<file path="config.mk">
export PLATFORM = sky130hd
export DESIGN_NAME = line_writeback_ctrl
export DESIGN_NICKNAME = d
export VERILOG_FILES = /design/src/rtl/line_writeback_ctrl_pkg.sv /design/src/rtl/line_writeback_ctrl_wb_word_buffer.sv /design/src/rtl/line_writeback_ctrl.sv
export SDC_FILE = /design/constraint.sdc
export NUM_CORES = 1
export LEC_CHECK = 0
export ABC_CLOCK_PERIOD_IN_PS = 52500
export CORE_AREA = 2 2 237 239
export CTS_BUF_LIST = sky130_fd_sc_hd__clkbuf_16
export DETAILED_ROUTE_END_ITERATION = 16
export DIE_AREA = 0 0 239 241
export MAX_ROUTING_LAYER = met4
export PLACE_DENSITY = 0.77
export SLEW_MARGIN = 30
export SYNTH_ARGS = -nofsm -noshare
export SYNTH_HDL_FRONTEND = slang
export SYNTH_HIERARCHICAL = 1
export SYNTH_SLANG_ARGS = --single-unit
</file>
<file path="constraint.sdc">
create_clock -name clk -period 52.5 [get_ports clk]
set_clock_uncertainty 0.2 [all_clocks]
set_input_delay 10.5 -clock clk [delete_from_list [all_inputs] [get_ports clk]]
set_output_delay 10.5 -clock clk [all_outputs]
set_load 0.1 [all_outputs]
</file>
<file path="src/rtl/line_writeback_ctrl_pkg.sv">
// Shared cache constants, writeback FSM encoding and the
// memory address composition helper.
package line_writeback_ctrl_pkg;

    localparam int WORD_W     = 32;
    localparam int WORDS      = 16;
    localparam int TAG_W      = 25;
    localparam int INDEX_W    = 1;
    localparam int BYTE_OFF_W = 2;
    localparam int CNT_W      = $clog2(WORDS);
    localparam int BLOCK_W    = WORDS * WORD_W;

    localparam logic [CNT_W-1:0] LAST_WORD = CNT_W'(WORDS - 1);

    typedef enum logic [1:0] {
        IDLE = 2'd0,
        SEND = 2'd1,
        DONE = 2'd2
    } wbState_t;

    function automatic logic [31:0] composeAddr(
        input logic [TAG_W-1:0]   tag,
        input logic [INDEX_W-1:0] index,
        input logic [CNT_W-1:0]   word
    );
        return {tag, index, word, {BYTE_OFF_W{1'b0}}};
    endfunction

endpackage

</file>
<file path="src/rtl/line_writeback_ctrl_wb_word_buffer.sv">
// Victim block capture register with a word-select read port
// indexed by the beat counter.
module wb_word_buffer
    import line_writeback_ctrl_pkg::*;
(
    input  logic               clk,
    input  logic               reset,
    input  logic               load,
    input  logic [BLOCK_W-1:0] blockIn,
    input  logic [CNT_W-1:0]   sel,
    output logic [WORD_W-1:0]  wordOut
);

    logic [BLOCK_W-1:0] lineReg;

    always_ff @(posedge clk or posedge reset) begin
        if (reset) begin
            lineReg <= '0;
        end else if (load) begin
            lineReg <= blockIn;
        end
    end

    assign wordOut = lineReg[sel*WORD_W +: WORD_W];

endmodule

</file>
<file path="src/rtl/line_writeback_ctrl.sv">
// Dirty-line eviction engine: captures a victim line and streams
// it to memory as one word per valid/ready beat.
module line_writeback_ctrl
    import line_writeback_ctrl_pkg::*;
(
    input  logic               clk,
    input  logic               reset,
    input  logic               evictReq,
    output logic               evictReady,
    input  logic [BLOCK_W-1:0] victimBlock,
    input  logic [TAG_W-1:0]   victimTag,
    input  logic [INDEX_W-1:0] victimIndex,
    input  logic               victimValid,
    input  logic               victimDirty,
    output logic               memValid,
    input  logic               memReady,
    output logic [31:0]        memAddr,
    output logic [WORD_W-1:0]  memData,
    output logic               memLast,
    output logic               wbDone,
    output logic               busy
);

    wbState_t           state;
    logic [CNT_W-1:0]   cnt;
    logic [TAG_W-1:0]   tagReg;
    logic [INDEX_W-1:0] indexReg;
    logic               acceptDirty;

    assign acceptDirty = (state == IDLE) && evictReq
                       && victimValid && victimDirty;

    wb_word_buffer uBuffer (
        .clk     (clk),
        .reset   (reset),
        .load    (acceptDirty),
        .blockIn (victimBlock),
        .sel     (cnt),
        .wordOut (memData)
    );

    assign memAddr = composeAddr(tagReg, indexReg, cnt);

    always_ff @(posedge clk or posedge reset) begin
        if (reset) begin
            state      <= IDLE;
            cnt        <= '0;
            tagReg     <= '0;
            indexReg   <= '0;
            evictReady <= 1'b1;
            memValid   <= 1'b0;
            memLast    <= 1'b0;
            wbDone     <= 1'b0;
            busy       <= 1'b0;
        end else begin
            unique case (state)
                IDLE: begin
                    if (evictReq) begin
                        evictReady <= 1'b0;
                        busy       <= 1'b1;
                        if (victimValid && victimDirty) begin
                            tagReg   <= victimTag;
                            indexReg <= victimIndex;
                            cnt      <= '0;
                            memValid <= 1'b1;
                            memLast  <= 1'b0;
                            state    <= SEND;
                        end else begin
                            wbDone <= 1'b1;
                            state  <= DONE;
                        end
                    end
                end
                SEND: begin
                    if (memReady) begin
                        if (cnt == LAST_WORD) begin
                            cnt      <= '0;
                            memValid <= 1'b0;
                            memLast  <= 1'b0;
                            wbDone   <= 1'b1;
                            state    <= DONE;
                        end else begin
                            cnt     <= cnt + 1'b1;
                            // flag the final beat as the counter reaches it
                            memLast <= (cnt == LAST_WORD - 1'b1);
                        end
                    end
                end
                DONE: begin
                    wbDone     <= 1'b0;
                    busy       <= 1'b0;
                    evictReady <= 1'b1;
                    state      <= IDLE;
                end
                default: begin
                    state      <= IDLE;
                    memValid   <= 1'b0;
                    memLast    <= 1'b0;
                    wbDone     <= 1'b0;
                    busy       <= 1'b0;
                    evictReady <= 1'b1;
                end
            endcase
        end
    end

endmodule
</file>
* Yosys cells after proc, flatten, opt, wreduce, memory -nomap -nowiden
Index checks and enable logic that the tools add are counted.
Word-level totals: bits in registers 549, output and inout bits 69, word-level logic and storage cells 65
Operators by class: add/subtract/negate cells 1, equal/unequal tests 9, shift operators 1, multiplexer cells 29, bitwise logic cells 2, reduce and logical (&&, ||, !) cells 13
Operators with widths (number):
- $shiftx A512 B10 Y32 | 1
- $mux W4 | 4
- $mux W1 | 14
- $reduce_and A4 Y1 | 3
- $eq A4 B4 Y1 const B | 2
- $mux W2 | 4
- $ne A2 B2 Y1 const B | 4
- $pmux W4 S2 | 1
- $pmux W1 S2 | 3
- $pmux W1 S3 | 2
- $reduce_and A3 Y1 | 2
- $reduce_and A5 Y1 | 1
- $add A4 B1 Y4 const B | 1
- $logic_and A1 B1 Y1 | 4
- $pmux W2 S2 | 1
- $eq A2 B1 Y1 const B | 1
- $eq A2 B2 Y1 const B | 1
- $logic_not A2 Y1 | 1
- $ne A2 B1 Y1 const B | 1
- $not A1 Y1 | 2
- $reduce_and A2 Y1 | 1
- $reduce_bool A2 Y1 | 1

* Longest topological paths before layout
word-level depth 4, depth in mapped cells 7

* Modules after synthesis
Netlist, hierarchy kept.
By module, submodules not included:
- wb_word_buffer | instances 1, cells an instance 1353, area each 22565.4 sq um
- line_writeback_ctrl | instances 1, cells an instance 118, area each 1589.0 sq um

* Least setup slack after synthesis
OpenSTA, ideal clock, no wires.
path kind flip-flop to output port, from reg cnt[0], to out memData[30], arrival 2.829 ns, data required time 41.800 ns, setup slack 38.971 ns, stages on the path, launching flop included 6, buffers on the path 2, cells stage by stage dfrtp_1 -> buf_2 -> buf_2 -> mux4_2 -> a22oi_1 -> nand2_1
Between the ends: word-level cells in the longest chain between the ends 1
Ends and longest elaborated chain:
- start: declaration | line line_writeback_ctrl.sv:25 | logic [CNT_W-1:0] cnt;
- start signal: assignment | line line_writeback_ctrl.sv:83 | cnt <= cnt + 1'b1;
- $shiftx A512 B10 Y32 | line line_writeback_ctrl_wb_word_buffer.sv:24 | assign wordOut = lineReg[sel*WORD_W +: WORD_W];
- end: declaration | line line_writeback_ctrl.sv:18 | output logic [WORD_W-1:0] memData,
Every way passes these cells.

* Worst setup path in the final report
from reg cnt[0], to out memData[26]
The elaborated chain is that of the path after synthesis.

==> impl_metrics.tcl <==
set metrics [dict create \
    regToRegSetupSlack_ns 49.01 \
    via_per_inst 5.543 \
    finalMaxSlewViolations 0 \
    core_mm2 0.05488 \
    reg2reg_from "state[1]" \
    synth_xor_area_frac 0.0003626 \
    irDropWorstVdd_mv 0.07235 \
    synth-seq-area-share 0.5688 \
    r2r_cells 5 \
    grt_overflow 0 \
    drc 0 \
    crit_arrival_ns 5.00 \
    intPower_w 0.001252 \
    sequentialPowerShare 0.342 \
    period_needed_ns 15.70 \
    syn_area_mm2 0.02415 \
    cts.repair.resized 0 \
    initial_utilization 0.4402 \
    cts_tree "done" \
    min_path_type "flop to flop" \
    end_kind "output port" \
    yosysWarnings 6 \
    holdBufCountCts 0 \
    ys_async_sr_fraction 1.000 \
    stdcell_count 2828 \
    p_switching_w 0.0008970 \
    synth_simple_gate_area_frac 0.01197 \
    synth_area_leader_cell "dfrtp_1" \
    crit_required_ns 41.80 \
    synth_fa_ha_area_frac 0.001036 \
    synth_mux_area_frac 0.3702 \
    synth_compound_area_frac 0.02352 \
    place.gp.congestion 0.9312 \
    wl_per_cell_um 27.15 \
    dr_total_vias 15677 \
    area_growth_pct 35.55 \
    crit_chain "buf_4 > buf_4 > mux4_2 > a22oi_1 > nand2_1 > clkdlybuf4s50_1" \
    clkSinkCount 549 \
    crit_type "flop to output port" \
    wl_um 76780 \
    slowest_delay_ns 1.03 \
    p_clk_frac 0.186 \
    rsz0062_at_grt "no" \
    fmax_ghz 0.06370 \
    cpMaxStageDelayCell "clkdlybuf4s50_1" \
    cts_setup_buffers 0 \
    io_buffer_count 610 \
    hold_depth 1 \
    cts_made_buffers 58 \
    grt_max_degree 200 \
    setup_viol 0 \
    dpl_cell_area_mm2 0.03079 \
    synth_top_family_by_area "multiplexers" \
    startpoint_type "flop" \
    relSlewSlack 0.3093 \
    nNetsFinal 2600 \
    status "finished, final reports clean" \
    setup-tns-final_ns 0 \
    place_inst 2696 \
    htreeDepth 2 \
    grt_pass1_vias 16842 \
    synthFlopType "dfrtp_1" \
    avgSynthCellArea_um2 16.42 \
    fp.dieH_um 241 \
    synth_edf_count 0 \
    io_pins 613 \
    drv_cap 0 \
    comb_power_share 0.471 \
    clk_pin_slew_worst_paths_ns 0.06 \
    powerDensity_mw_per_mm2 65.62 \
    synth_top_area_frac 0.5677 \
    dp_hpwl_um 56680 \
    crit_top_cell "buf_4" \
    syn_inst 1471 \
    leakagePower_nw 13.09 \
    grt_usage 0.2736 \
    clockRootBuffer "clkbuf_16" \
    rows 86 \
    drt-initial-drc-count 918 \
    antenna_found_initial 24 \
    tightestPinTransition_ns 1.033 \
    crit_fanout 43 \
    p_sw_frac 0.4175 \
    clk_latency_ns 0.61 \
    worstReg2RegEnd "uBuffer/lineReg[383]" \
    period_share 0.2990 \
    dieArea_mm2 0.05760 \
    grt_pass1_wl_um 111200 \
    yosysUniqueCellTypes 37 \
    synth_seq_cells 549 \
    finalHoldViolCount 0 \
    hold_ws_ns 0.3000 \
    drive_above_1_share 0.3730 \
    totalPowerFinal_w 0.002149 \
    final_cell_area_mm2 0.03274 \
    hold_start "uBuffer/lineReg[94]" \
    drtAntennaViolNets 0 \
    clockBufferDepth 3 \
    die_x_um 239 \
    drtPass1Iterations 5 \
    holdPathEnd "uBuffer/lineReg[94]" \
    synth_area_leaders "dfrtp_1, mux2_2, mux4_2, a22oi_1, buf_2" \
    final_cell_mix "clkdlybuf4s50_1, dfrtp_1, mux2_2, mux4_2, a22oi_1" \
    final_common_cell "clkdlybuf4s50_1" \
]
flip-flops by register name, indices dropped and copies added (netlist names):
signal,count
busy,1
cnt,4
evictReady,1
indexReg,1
memLast,1
memValid,1
state,2
tagReg,25
uBuffer/lineReg,512
wbDone,1
cells by family after synthesis:
logic type,Yosys count
flops,549
buf+inv,116
simple gates,60
mux,666
compound gates,76
other cells,1
fa+ha+maj,2
xor+xnor,1
cell type report:
type | instances | area (um^2)
Fill cell | 4219 | 22140
Sequential cell | 549 | 13750
Multi-Input combinational cell | 807 | 9869
Timing Repair Buffer | 630 | 6312
Clock buffer | 59 | 1476
Tap cell | 704 | 880.8
Clock inverter | 46 | 355.3
Antenna cell | 25 | 62.56
Inverter | 8 | 37.54
cell usage after synthesis (2+ instances only):
master      n
clkbuf_1   27
a22oi_1    64
nand4b_1    2
ha_1        2
dfrtp_1   548
mux2_2    538
buf_6       4
buf_1      10
or4b_1      2
o21bai_1    2
nor2_1      7
nor2b_1     2
a21oi_1     2
nand2_1    36
buf_4      12
inv_1       8
nand3_1     3
nand4_1     2
buf_2      55
mux4_2    128
routing by layer:
layer / global-route usage / routed length (um) / vias to the layer above
li1: - / - / 6725
met2: 0.4419 / 37810 / 597
met3: 0.06165 / 5520 / 122
met5: - / 0 / -
met4: 0.1032 / 2798 / 0
met1: 0.3383 / 30650 / 8233
power by group through the flow:
stage	Clock (W)	Sequential, W	Combinational [W]
after global routing	0.000427	0.000758	0.00106
after detailed placement	0	0.000741	0.00102
after floorplan	0	0.000770	0.000670
final	0.000401	0.000736	0.00101
after CTS	0.000409	0.000735	0.00102
after global placement	0	0.000731	0.00101
stage by stage:
stage	setup slack, ns	util
finish	36.80	0.5966
global route	36.43	0.5966
CTS	36.56	0.5944
detailed placement	37.23	0.5610
global placement	37.23	0.5614
floorplan	27.50	-
how the worst max path moves through the flow:
stage / startpoint / to / slack [ns]
finish: cnt[0] / memData[26] / 36.80
global route: cnt[0] / memData[26] / 36.43
CTS: cnt[0] / memData[26] / 36.56
detailed placement: cnt[0] / memData[26] / 37.23
global placement: cnt[0] / memData[23] / 37.23
floorplan: reset / uBuffer/lineReg[0] / 27.50
worst max-delay path: cells and delay by family (launching register included):
kind / cells / cell delay, ns
compound gates: 1 / 0.41
mux: 1 / 0.59
flops: 1 / 0.73
buf+inv: 3 / 2.35
simple gates: 1 / 0.17
(Power assumes the default switching activity.)
